`config.mk`:
```
export PLATFORM = sky130hd
export DESIGN_NAME = spi_flash_reader
export DESIGN_NICKNAME = d
export VERILOG_FILES = /design/src/rtl/spi_pkg.sv /design/src/rtl/spi_sck_gen.sv /design/src/rtl/spi_flash_reader.sv
export SDC_FILE = /design/constraint.sdc
export NUM_CORES = 1
export LEC_CHECK = 0
export CORE_MARGIN = 10
export CORE_UTILIZATION = 58
export CTS_CLUSTER_SIZE = 14
export DETAILED_ROUTE_END_ITERATION = 8
export GPL_ROUTABILITY_DRIVEN = 0
export PLACE_DENSITY = 0.95
export SETUP_SLACK_MARGIN = 0.5
export SYNTH_ARGS = -nofsm -noshare
export SYNTH_HDL_FRONTEND = slang
export SYNTH_HIERARCHICAL = 1
export SYNTH_SLANG_ARGS = --single-unit
```
`constraint.sdc`:
```
create_clock -name clk -period 9.1 [get_ports clk]
set_input_delay 2.73 -clock clk [delete_from_list [all_inputs] [get_ports clk]]
set_output_delay 2.73 -clock clk [all_outputs]
set_load 0.01 [all_outputs]
```
`src/rtl/spi_pkg.sv`:
```
// spi_pkg: shared read-mode/FSM types, command opcodes and per-mode helpers.
// Revision 1.0
`timescale 1ns/1ps
`default_nettype none
package spi_pkg;

  typedef enum logic [1:0] {
    RD_READ = 2'd0,
    RD_FAST = 2'd1,
    RD_DUAL = 2'd2,
    RD_QUAD = 2'd3
  } t_rd_mode;

  typedef enum logic [2:0] {
    S_IDLE  = 3'd0,
    S_CSU   = 3'd1,
    S_CMD   = 3'd2,
    S_ADDR  = 3'd3,
    S_DUMMY = 3'd4,
    S_DATA  = 3'd5,
    S_CSH   = 3'd6
  } t_fsm;

  localparam logic [7:0] CMD_READ = 8'h03;
  localparam logic [7:0] CMD_FAST = 8'h0B;
  localparam logic [7:0] CMD_DUAL = 8'h3B;
  localparam logic [7:0] CMD_QUAD = 8'h6B;

  function automatic logic [7:0] rd_cmd(input t_rd_mode m);
    case (m)
      RD_FAST: rd_cmd = CMD_FAST;
      RD_DUAL: rd_cmd = CMD_DUAL;
      RD_QUAD: rd_cmd = CMD_QUAD;
      default: rd_cmd = CMD_READ;
    endcase
  endfunction

  // SCK cycles per received byte, minus one
  function automatic logic [2:0] beats_m1(input t_rd_mode m);
    case (m)
      RD_DUAL: beats_m1 = 3'd3;
      RD_QUAD: beats_m1 = 3'd1;
      default: beats_m1 = 3'd7;
    endcase
  endfunction

endpackage
`default_nettype wire

```
`src/rtl/spi_sck_gen.sv`:
```
// spi_sck_gen: SCK divider with enable/stall; rise_stb/fall_stb flag the clk edge at which sck toggles.
// Revision 1.0
`timescale 1ns/1ps
`default_nettype none
module spi_sck_gen #(
  parameter int CLK_DIV = 2
) (
  input  logic clk,
  input  logic rst_n,
  input  logic en,
  input  logic stall,
  input  logic park,
  output logic sck,
  output logic rise_stb,
  output logic fall_stb
);

  localparam int CNT_W = (CLK_DIV > 1) ? $clog2(CLK_DIV) : 1;
  localparam logic [CNT_W-1:0] RELOAD = CNT_W'(CLK_DIV - 1);

  logic [CNT_W-1:0] cnt;
  logic             tc;

  assign tc       = en && !stall && (cnt == '0);
  assign rise_stb = tc && !sck;
  assign fall_stb = tc && sck;

  // park keeps sck low while the half-period timer runs; rise_stb then marks its expiry
  always_ff @(posedge clk or negedge rst_n) begin
    if (!rst_n) begin
      cnt <= RELOAD;
      sck <= 1'b0;
    end else if (!en) begin
      cnt <= RELOAD;
      sck <= 1'b0;
    end else if (!stall) begin
      if (cnt == '0) begin
        cnt <= RELOAD;
        if (sck)       sck <= 1'b0;
        else if (!park) sck <= 1'b1;
      end else begin
        cnt <= cnt - 1'b1;
      end
    end
  end

endmodule
`default_nettype wire

```
`src/rtl/spi_flash_reader.sv`:
```
// spi_flash_reader: SPI mode-0 flash read initiator (03h/0Bh/3Bh/6Bh) with a valid/ready byte stream.
// Revision 1.0
`timescale 1ns/1ps
`default_nettype none
module spi_flash_reader
  import spi_pkg::*;
#(
  parameter int CLK_DIV   = 2,
  parameter int LEN_W     = 8,
  parameter int DUMMY_CYC = 0
) (
  input  logic             clk,
  input  logic             rst_n,
  input  logic             req_valid,
  output logic             req_ready,
  input  logic [1:0]       req_mode,
  input  logic [23:0]      req_addr,
  input  logic [LEN_W-1:0] req_len,
  output logic             rsp_valid,
  input  logic             rsp_ready,
  output logic [7:0]       rsp_data,
  output logic             rsp_last,
  output logic             sck,
  output logic             cs_n,
  output logic [3:0]       dq_o,
  output logic [3:0]       dq_t,
  input  logic [3:0]       dq_i
);

  t_fsm             state, state_nxt;
  t_rd_mode         mode;
  logic [31:0]      out_sr;
  logic [7:0]       in_sr, in_nxt;
  logic [7:0]       cyc_cnt;
  logic [2:0]       beat;
  logic [LEN_W-1:0] byte_cnt;
  logic             rise_stb, fall_stb, stall, sck_en, park, byte_done, accept;

  assign req_ready = (state == S_IDLE);
  assign accept    = req_valid && req_ready;
  assign dq_o      = {3'b000, out_sr[31]};
  assign sck_en    = (state != S_IDLE);
  assign park      = (state == S_CSH);
  // hold sck low before a byte's first rise until the output register drains
  assign stall     = (state == S_DATA) && (beat == 3'd0) && rsp_valid && !sck;
  assign byte_done = rise_stb && (state == S_DATA) && (beat == beats_m1(mode));

  spi_sck_gen #(.CLK_DIV(CLK_DIV)) u_sck_gen (
    .clk      (clk),
    .rst_n    (rst_n),
    .en       (sck_en),
    .stall    (stall),
    .park     (park),
    .sck      (sck),
    .rise_stb (rise_stb),
    .fall_stb (fall_stb)
  );

  always_comb begin
    in_nxt = {in_sr[6:0], dq_i[1]};
    case (mode)
      RD_DUAL: in_nxt = {in_sr[5:0], dq_i[1:0]};
      RD_QUAD: in_nxt = {in_sr[3:0], dq_i};
      default: ;
    endcase
  end

  always_ff @(posedge clk or negedge rst_n) begin
    if (!rst_n) state <= S_IDLE;
    else        state <= state_nxt;
  end

  always_comb begin
    state_nxt = state;
    dq_t      = 4'hF;
    case (state)
      S_IDLE:  if (req_valid) state_nxt = S_CSU;
      S_CSU: begin
        dq_t = 4'b1110;
        if (rise_stb) state_nxt = S_CMD;
      end
      S_CMD: begin
        dq_t = 4'b1110;
        if (fall_stb && cyc_cnt == 8'd8) state_nxt = S_ADDR;
      end
      S_ADDR: begin
        dq_t = 4'b1110;
        if (fall_stb && cyc_cnt == 8'd24)
          state_nxt = (mode != RD_READ && DUMMY_CYC != 0) ? S_DUMMY : S_DATA;
      end
      S_DUMMY: if (fall_stb && cyc_cnt == 8'(DUMMY_CYC)) state_nxt = S_DATA;
      S_DATA:  if (byte_done && byte_cnt == '0) state_nxt = S_CSH;
      S_CSH:   if (rise_stb && cs_n) state_nxt = S_IDLE;
      default: state_nxt = S_IDLE;
    endcase
  end

  always_ff @(posedge clk or negedge rst_n) begin
    if (!rst_n) begin
      mode      <= RD_READ;
      out_sr    <= '0;
      in_sr     <= '0;
      cyc_cnt   <= '0;
      beat      <= '0;
      byte_cnt  <= '0;
      cs_n      <= 1'b1;
      rsp_valid <= 1'b0;
      rsp_data  <= '0;
      rsp_last  <= 1'b0;
    end else begin
      // the CSU rise is already the first command clock
      if (state_nxt != state)  cyc_cnt <= (state == S_CSU) ? 8'd1 : 8'd0;
      else if (rise_stb)       cyc_cnt <= cyc_cnt + 8'd1;

      if (accept) begin
        mode     <= t_rd_mode'(req_mode);
        out_sr   <= {rd_cmd(t_rd_mode'(req_mode)), req_addr};
        byte_cnt <= req_len;
        beat     <= '0;
        cs_n     <= 1'b0;
      end

      if (fall_stb && (state == S_CMD || state == S_ADDR))
        out_sr <= {out_sr[30:0], 1'b0};

      if (rise_stb && state == S_DATA) begin
        in_sr <= in_nxt;
        if (byte_done) begin
          beat <= '0;
          if (byte_cnt != '0) byte_cnt <= byte_cnt - 1'b1;
        end else begin
          beat <= beat + 3'd1;
        end
      end

      if (byte_done) begin
        rsp_valid <= 1'b1;
        rsp_data  <= in_nxt;
        rsp_last  <= (byte_cnt == '0);
      end else if (rsp_ready) begin
        rsp_valid <= 1'b0;
        rsp_last  <= 1'b0;
      end

      if (state == S_CSH && rise_stb) cs_n <= 1'b1;
    end
  end

endmodule
`default_nettype wire

```
# Word-level counts from Yosys, hierarchy flattened
# Cells that the tools add are included.
# word_totals
reg_bits,76
input_bits,42
word_cells,105
out_inout_bits,21
# op_classes
mux,37
bitwise,1
n_addsub,4
n_reduce_logical,33
eq_ne,17
# op_table
op,n
$mux 32,2
$mux 8,6
$mux 3,10
$pmux 3 s7,1
$pmux 7 s3,1
$logic_and 1x1->1,17
$logic_not 8->1,2
$pmux 8 s2,1
$mux 1,15
$reduce_bool 2->1,5
$eq 3x3->1 const B,3
$add 8x1->8 const B,1
$eq 2x2->1 const B,4
$eq 8x4->1 const B,1
$eq 8x5->1 const B,1
$reduce_bool 8->1,1
$sub 8x1->8 const B,1
$eq 3x2->1 const B,2
$logic_not 3->1,2
$pmux 3 s2,1
$ne 2x2->1 const B,2
$add 3x1->3 const B,1
$eq 3x1->1 const B,1
$eq 3x3->1,1
other kinds (9),10

# Longest topological paths before layout
# Gate-level depths: netlist (run 1).
# depth
ltp_word,15
depth_mapped,11
depth_no_buf,10

# Hierarchy
# The synthesis (run 1) kept the hierarchy.
# modules_own_cells
mod,cells_per_inst,instances,area_each_um2,seq_area_each_um2
spi_flash_reader,429,1,3768.6,1853.0
spi_sck_gen,9,1,105.1,51.3

# Worst setup path before layout (run 1)
# OpenSTA, ideal clock, no wires.
# synth_timing
path_type,reg2out
startpoint,register state[2]
endpoint,output req_ready
path_stages_with_launch,3
t_required_ns,6.370
path_buffers,1
slack_ns,5.412
arrival_ns,0.958
cell_sequence,dfrtp_1 buf_2 nor3_1
# synth_between
elab_chain_len,1
# synth_rtl
item,line,rtl
"start, declared",spi_flash_reader.sv:30,"t_fsm state, state_nxt;"
"start signal, assigned",spi_flash_reader.sv:70,else state <= state_nxt;
$logic_not 3->1,spi_flash_reader.sv:39,assign req_ready = (state == S_IDLE);
"end, declared",spi_flash_reader.sv:15,"output logic req_ready,"
# No other way between the ends.

# Worst setup path in the final report (run 1)
# layout_timing
startpoint,register state[1]
endpoint,output req_ready
# Same word-level chain as after synthesis.

==> results of run 1 <==
==> power by group through the flow <==
stage	combinational (uW)	clock, uW	sequential (uW)
6_report	344	295	541
5_1_grt	392	310	556
4_1_cts	346	296	538
3_5_place_dp	343	0	541
3_3_place_gp	323	0	535
2_1_floorplan	285	0	501
==> cell type report <==
type / instances / area [um^2]
fill: 472 / 1774
clock buffer: 12 / 155.1
clock inverter: 4 / 72.57
inverter: 9 / 33.78
timing repair buffer: 61 / 593.1
multi-input combinational: 326 / 1793
sequential: 76 / 1904
tap: 77 / 96.34
==> logic make-up (layout without fill, tap and decap cells) <==
family	count (synthesis)	after routing	synth area share [%]
AOI/OAI and AO/OA	91	91	15.28
xor gates and xnor gates	7	7	1.583
adders and majority gates	6	6	1.938
buffers and inverters	40	86	5.103
DFF	76	76	49.16
muxes	10	10	2.616
other	2	6	0.1939
and+or+nand+nor	206	206	24.13
==> sequential cells by signal, indices dropped and copies added, names as in the netlist <==
name           cells
beat               3
state              3
byte_cnt           8
mode               2
cs_n               1
out_sr            32
u_sck_gen/cnt      1
cyc_cnt            8
in_sr              7
rsp_valid          1
rsp_data           8
rsp_last           1
u_sck_gen/sck      1
==> metrics by stage <==
| step | cells | setup slack (ns) | util, % | area (um^2) |
|---|---|---|---|---|
| after floorplan | 442 | 5.412 | - | 3889 |
| after global placement | 549 | 4.684 | 68.83 | 4420 |
| after detailed placement | 549 | 4.637 | 68.83 | 4420 |
| after CTS | 565 | 4.357 | 72.37 | 4648 |
| after global routing | 565 | 4.289 | 72.37 | 4648 |
| final | 565 | 4.321 | 72.37 | 4648 |
==> metal layers <==
| metal | up-vias | part of all wire [%] |
|---|---|---|
| met5 | - | 0 |
| met1 | 1553 | 42 |
| li1 | 1587 | - |
| met4 | 0 | 1.5 |
| met3 | 16 | 7.6 |
| met2 | 119 | 49 |
==> Yosys cell counts (5+ instances only) <==
library cell  count  area, um^2
xor2_1            5       43.79
mux2i_1           9       90.09
a21oi_1           7       35.03
buf_2             5       25.02
nand3_1           9       45.04
a31oi_1          26       162.7
o21ai_0          18       90.09
dfrtp_1          74        1852
buf_4             9       67.56
nand2_1         108       405.4
o21ai_1          15       75.07
inv_1             8       30.03
nor2_1           51       191.4
ha_1              6       75.07
clkbuf_1         16       60.06
==> worst max-delay path, stage by stage (launching register included) <==
cell             delay [ns]
dfrtp_1                0.55
nor3_1                 0.50
clkdlybuf4s50_1        0.64
==> worst max path at each step <==
stage,start,to,cells after the start
2_1_floorplan,state[2]$_DFF_PN0_,req_ready,2
3_3_place_gp,req_valid,cyc_cnt[0]$_DFFE_PN0P_,5
3_5_place_dp,req_valid,cyc_cnt[0]$_DFFE_PN0P_,5
4_1_cts,state[1]$_DFF_PN0_,req_ready,2
5_1_grt,state[1]$_DFF_PN0_,req_ready,2
6_report,state[1]$_DFF_PN0_,req_ready,2
==> results.md, run 1 <==
* Clk root buf: clkbuf_8
* Final Setup Violations at 0
* Worst-Margin Slew at 0.9211 ns
* Hold Fails Final Rpt at 0
* RR Endpoint: byte_cnt[7]$_DFF_PN0_
* Hold_buf cts at 0
* CTS sink count at 76
* Initial antenna violation count at 0
* Status: finished clean
* Psw at about 420 uW
* P_int at approximately 760 uW
* Core area at 6422 um^2
* FF-to-FF setup slack at 5.49 ns
* Crit start category: register
* Vias per Instance at ~5.8
* Number of global-route vias before repair at ~3200
* Distinct cell type count after synthesis at 59
* Via count at ~3300
* Req. time, crit path at approximately 6.4 ns
* Final Slew Violations at 0
* # diodes at 0
* Largest net degree at the start of global routing at 77
* Seq pwr share at a little under half
* Worst hold margin at about 0.48 ns
* Net Sw Frac at 35.32%
* Fraction of layout cells with a size suffix above 1 at 6.557%
* Hold Path Sink: out_sr[26]$_DFFE_PN0P_
* Nets@finish at between 500 and 600
* Ports at 63
* Crit end category: output port
* Worst hold stages at 2
* GRT overflow at 0
* Post-DP HPWL at around 6.2 mm
* First-pass GRT wire length at roughly 15 mm
* Ratio of final minimum period to clock period at 52.52%
* Post-synth EDFFs at 0
* Hold path startpoint: out_sr[25]$_DFFE_PN0P_
* Seq/Total Area, Yosys at 49.16%
* Worst reg2reg path depth at 9
* CTS H-tree depth at 3
* Pre-Repair DR Iteration Count at 5
* WL/cell at around 15 um
* GR Util met3 at under 10%
* GRT Total Usage at 17.65%
* MaxCap Viol Count at 0
* YS warnings at 6
* Post-layout min period at around 4.8 ns
* Die area at between 10000 and 15000 um^2
* Clock power share at 25.0%
* Routed wire length at between 8 and 9 mm
* Post-synth ARST share at 100.0%
* Worst IR Drop VDD at approximately 0.16 mV
* F_max at 0.2092 GHz
* Layout Skew at slightly above 0.009 ns
* LEAKAGE at between 0.002 and 0.0025 uW
* Syn Area/Cell at about 8.8 um^2
* Cts bufs inserted at 9
* Most frequent cells in the layout: nand2_1, dfrtp_1, clkdlybuf4s50_1
* Clk Latency, worst-skew pair at about 0.36 ns
* Max_slew headroom at 38.59%
* Post-layout power at 1179 uW
* Total Neg Setup Slack at 0 ns
* M1 GR Usage at between 20% and 30%
* Syn Inst Count at ~440
* CTS clock-pin slew for the worst setup and hold paths at 0.08 ns
* Die width at 101.7 um
* CP max FO at 17
* Post-cts resize count at 0
* Reg-to-reg startpoint: state[1]$_DFF_PN0_
* Effective utilization at floorplan at about 60%
* Routed Antenna Nets at 0
* Residual DRC at 0
* Row count at 29
* Hold Path Class: register to register
* Top_reg_cell synth: dfrtp_1
* FF+latch count, synth at 76
* GRT busiest layer: met2
* Comb pwr share at slightly below 30%
* Critical path arrival at roughly 2.1 ns
* TritonCTS clock tree: yes
* Commonest non-fill, non-tap cell in the layout: nand2_1
* Crit Path Category: register to output port
* Unrepaired setup endpoints after global routing: false
* Power Density at 253.7 nW/um^2
* Max Root-Sink Buffers at 2
* Iter 0 DRT Violations at 229
* Die height at 101.7 um
* IO buf count at between 50 and 60
* M2 GR Usage at around 29%
* Mapped cell area at between 3000 and 4000 um^2
* P&R area growth vs syn at 19.99%
* Post-CTS Setup Bufs at 0
No activity file was read; power rests on OpenSTA's default activity.
==> run 2: changes to the inputs <==
CORE_UTILIZATION = 54   (was 58)
PLACE_DENSITY = 0.93   (was 0.95)
clock period = 4.65 ns   (was 9.1 ns; I/O delays follow)
==> run 2 against run 1 <==
  * Setup slack got worse by 3.3 ns
  * Global-route usage is 1.3 points lower
  * Register-to-register slack worse by 4.4 ns
  * Highest routed layer unchanged
==> results.md, run 2 (synthesis gave the netlist of run 1 again) <==
* Seq pwr share at between 40% and 50%
* Via count at about 3300
* Fill count at approximately 520
* Die width at ~100 um
* Post-layout min period at between 3 and 4 ns
* Clk Latency, worst-skew pair at approximately 0.36 ns
* Status: finished clean
* Psw at 842.8 uW
* LEAKAGE at between 0.0015 and 0.002 uW
* Hold_buf cts at 0
* Die height at about 100 um
* Final Slew Violations at 0
* Req. time, crit path at about 4.9 ns
* Crit Path Category: register to register
* MaxCap Viol Count at 0
* Ratio of final minimum period to clock period at between 70% and 80%
* Max_slew headroom at about two fifths
* Worst-Margin Slew at roughly 0.9 ns
* Hold Fails Final Rpt at 0
* Cts bufs inserted at 9
* Row count at 30
* Final Setup Violations at 0
* Layout Skew at between 0.01 and 0.015 ns
* Worst IR Drop VDD at approximately 0.25 mV
* Power Density at 478.2 nW/um^2
* Die area at roughly 11000 um^2
* Core area at approximately 6900 um^2
* Total Neg Setup Slack at 0 ns
* Commonest non-fill, non-tap cell in the layout: nand2_1
* Ports at 63
* Iter 0 DRT Violations at 226
* IO buf count at between 50 and 60
* GRT overflow at 0
* Worst hold stages at 2
* Largest Register: out_sr
* CP Capture Point: byte_cnt[7]$_DFF_PN0_
* Post-CTS Setup Bufs at 0
* Max Root-Sink Buffers at 2
* FF-to-FF setup slack at between 1 and 1.5 ns
* Crit start category: register
* Number of global-route vias before repair at 3270
* # diodes at 0
* GRT Total Usage at 16.36%
* Routed wire length at roughly 9 mm
* WL/cell at 15.36 um
* Reg-to-reg startpoint: state[1]$_DFF_PN0_
* Fraction of layout cells with a size suffix above 1 at between 6 and 7%
* Routed Antenna Nets at 0
* Worst Setup SP: state[1]$_DFF_PN0_
* Post-cts resize count at 0
* Clock power share at 21.5%
* P&R area growth vs syn at 19.74%
* Net Sw Frac at a little under two fifths
* Effective utilization at floorplan at about 56%
* CTS clock-pin slew for the worst setup and hold paths at 0.09 ns
* CTS H-tree depth at 3
* Unrepaired setup endpoints after global routing: false
* Pre-Repair DR Iteration Count at 4
* RR Endpoint: byte_cnt[7]$_DFF_PN0_
* Max reg flops at 32
* Largest net degree at the start of global routing at between 50 and 60
* Hold Path Class: register to register
* Residual DRC at 0
* Post-DP HPWL at 6.362 mm
* Comb pwr share at 30.5%
* First-pass GRT wire length at ~15 mm
* F_max at approximately 0.28 GHz
* P_int at ~1400 uW
* Most frequent cells in the layout: nand2_1, dfrtp_1, clkdlybuf4s50_1
* Critical path arrival at ~3.8 ns
* TritonCTS clock tree: yes
* CP max FO at 23
* Vias per Instance at 5.668
* Final Util at between 60% and 70%
* CTS sink count at 76
* Initial antenna violation count at 0
* Crit end category: register
* Worst reg2reg path depth at 9
* Clk root buf: clkbuf_8
* Nets@finish at roughly 530
## run 2: cell types whose count changed in the layout (fill, tap and decap cells not counted)
cell        change
bufinv_16       -2
clkinv_4        +2
clkinvlp_4      +2
buf_4           +1
clkbuf_1        -1
clkbuf_8        -1
clkinv_2        -1
inv_6           +1
## run 2: worst max-delay path, cell delays in order, from the launching register on
cell      delay (ns)
dfrtp_1         0.54
nand3b_1        0.26
nor4_1          0.65
nor4b_2         0.13
buf_4           0.22
nand4b_4        0.20
a311o_1         0.75
nor2_4          0.15
mux2_1          0.35
o221a_1         0.22
## run 2: layout make-up
type	instances	area, um^2	area share, %
clock inverters	6	48.80	1.052
repair buffers	62	600.6	12.95
multi-input cells	326	1793	38.66
well taps	96	120.1	2.590
clock buffers	10	137.6	2.967
inverters	9	33.78	0.7284
flip-flops and latches	76	1904	41.06
## run 2: metrics by stage
step | cell area [um^2] | power, uW | instances | setup WS, ns | hold slack [ns]
2_1_floorplan | 3889 | 1538 | 442 | 1.649 | 0.4386
3_3_place_gp | 4452 | 1682 | 569 | 1.248 | 0.4504
3_5_place_dp | 4452 | 1739 | 569 | 1.080 | 0.4598
4_1_cts | 4638 | 2218 | 585 | 1.055 | 0.4848
5_1_grt | 4638 | 2372 | 585 | 0.7216 | 0.5144
6_report | 4638 | 2218 | 585 | 1.049 | 0.4803
## run 2: metal layers
layer  track usage, %  up-vias  share of wire, %
li1                 -     1592                 -
met1            20.77     1583                44
met2            26.45      125                48
met3            3.624       16               6.0
met4            6.667        0               2.0
met5                0        -                 0
## run 2: worst min-delay path by stage
| stage | start | to | slack, ns |
|---|---|---|---|
| after floorplan | out_sr[23]$_DFFE_PN0P_ | out_sr[24]$_DFFE_PN0P_ | 0.44 |
| after global placement | out_sr[23]$_DFFE_PN0P_ | out_sr[24]$_DFFE_PN0P_ | 0.45 |
| after detailed placement | out_sr[23]$_DFFE_PN0P_ | out_sr[24]$_DFFE_PN0P_ | 0.46 |
| after CTS | in_sr[6]$_DFFE_PN0N_ | in_sr[6]$_DFFE_PN0N_ | 0.48 |
| after global routing | out_sr[23]$_DFFE_PN0P_ | out_sr[24]$_DFFE_PN0P_ | 0.51 |
| final | in_sr[6]$_DFFE_PN0N_ | in_sr[6]$_DFFE_PN0N_ | 0.48 |
## run 2: power groups by stage
| stage | logic [uW] | registers, uW | clock network (uW) |
|---|---|---|---|
| final | 677 | 1060 | 477 |
| after CTS | 679 | 1060 | 482 |
| after global placement | 633 | 1050 | 0 |
| after floorplan | 559 | 980 | 0 |
| after detailed placement | 676 | 1060 | 0 |
| after global routing | 773 | 1090 | 509 |
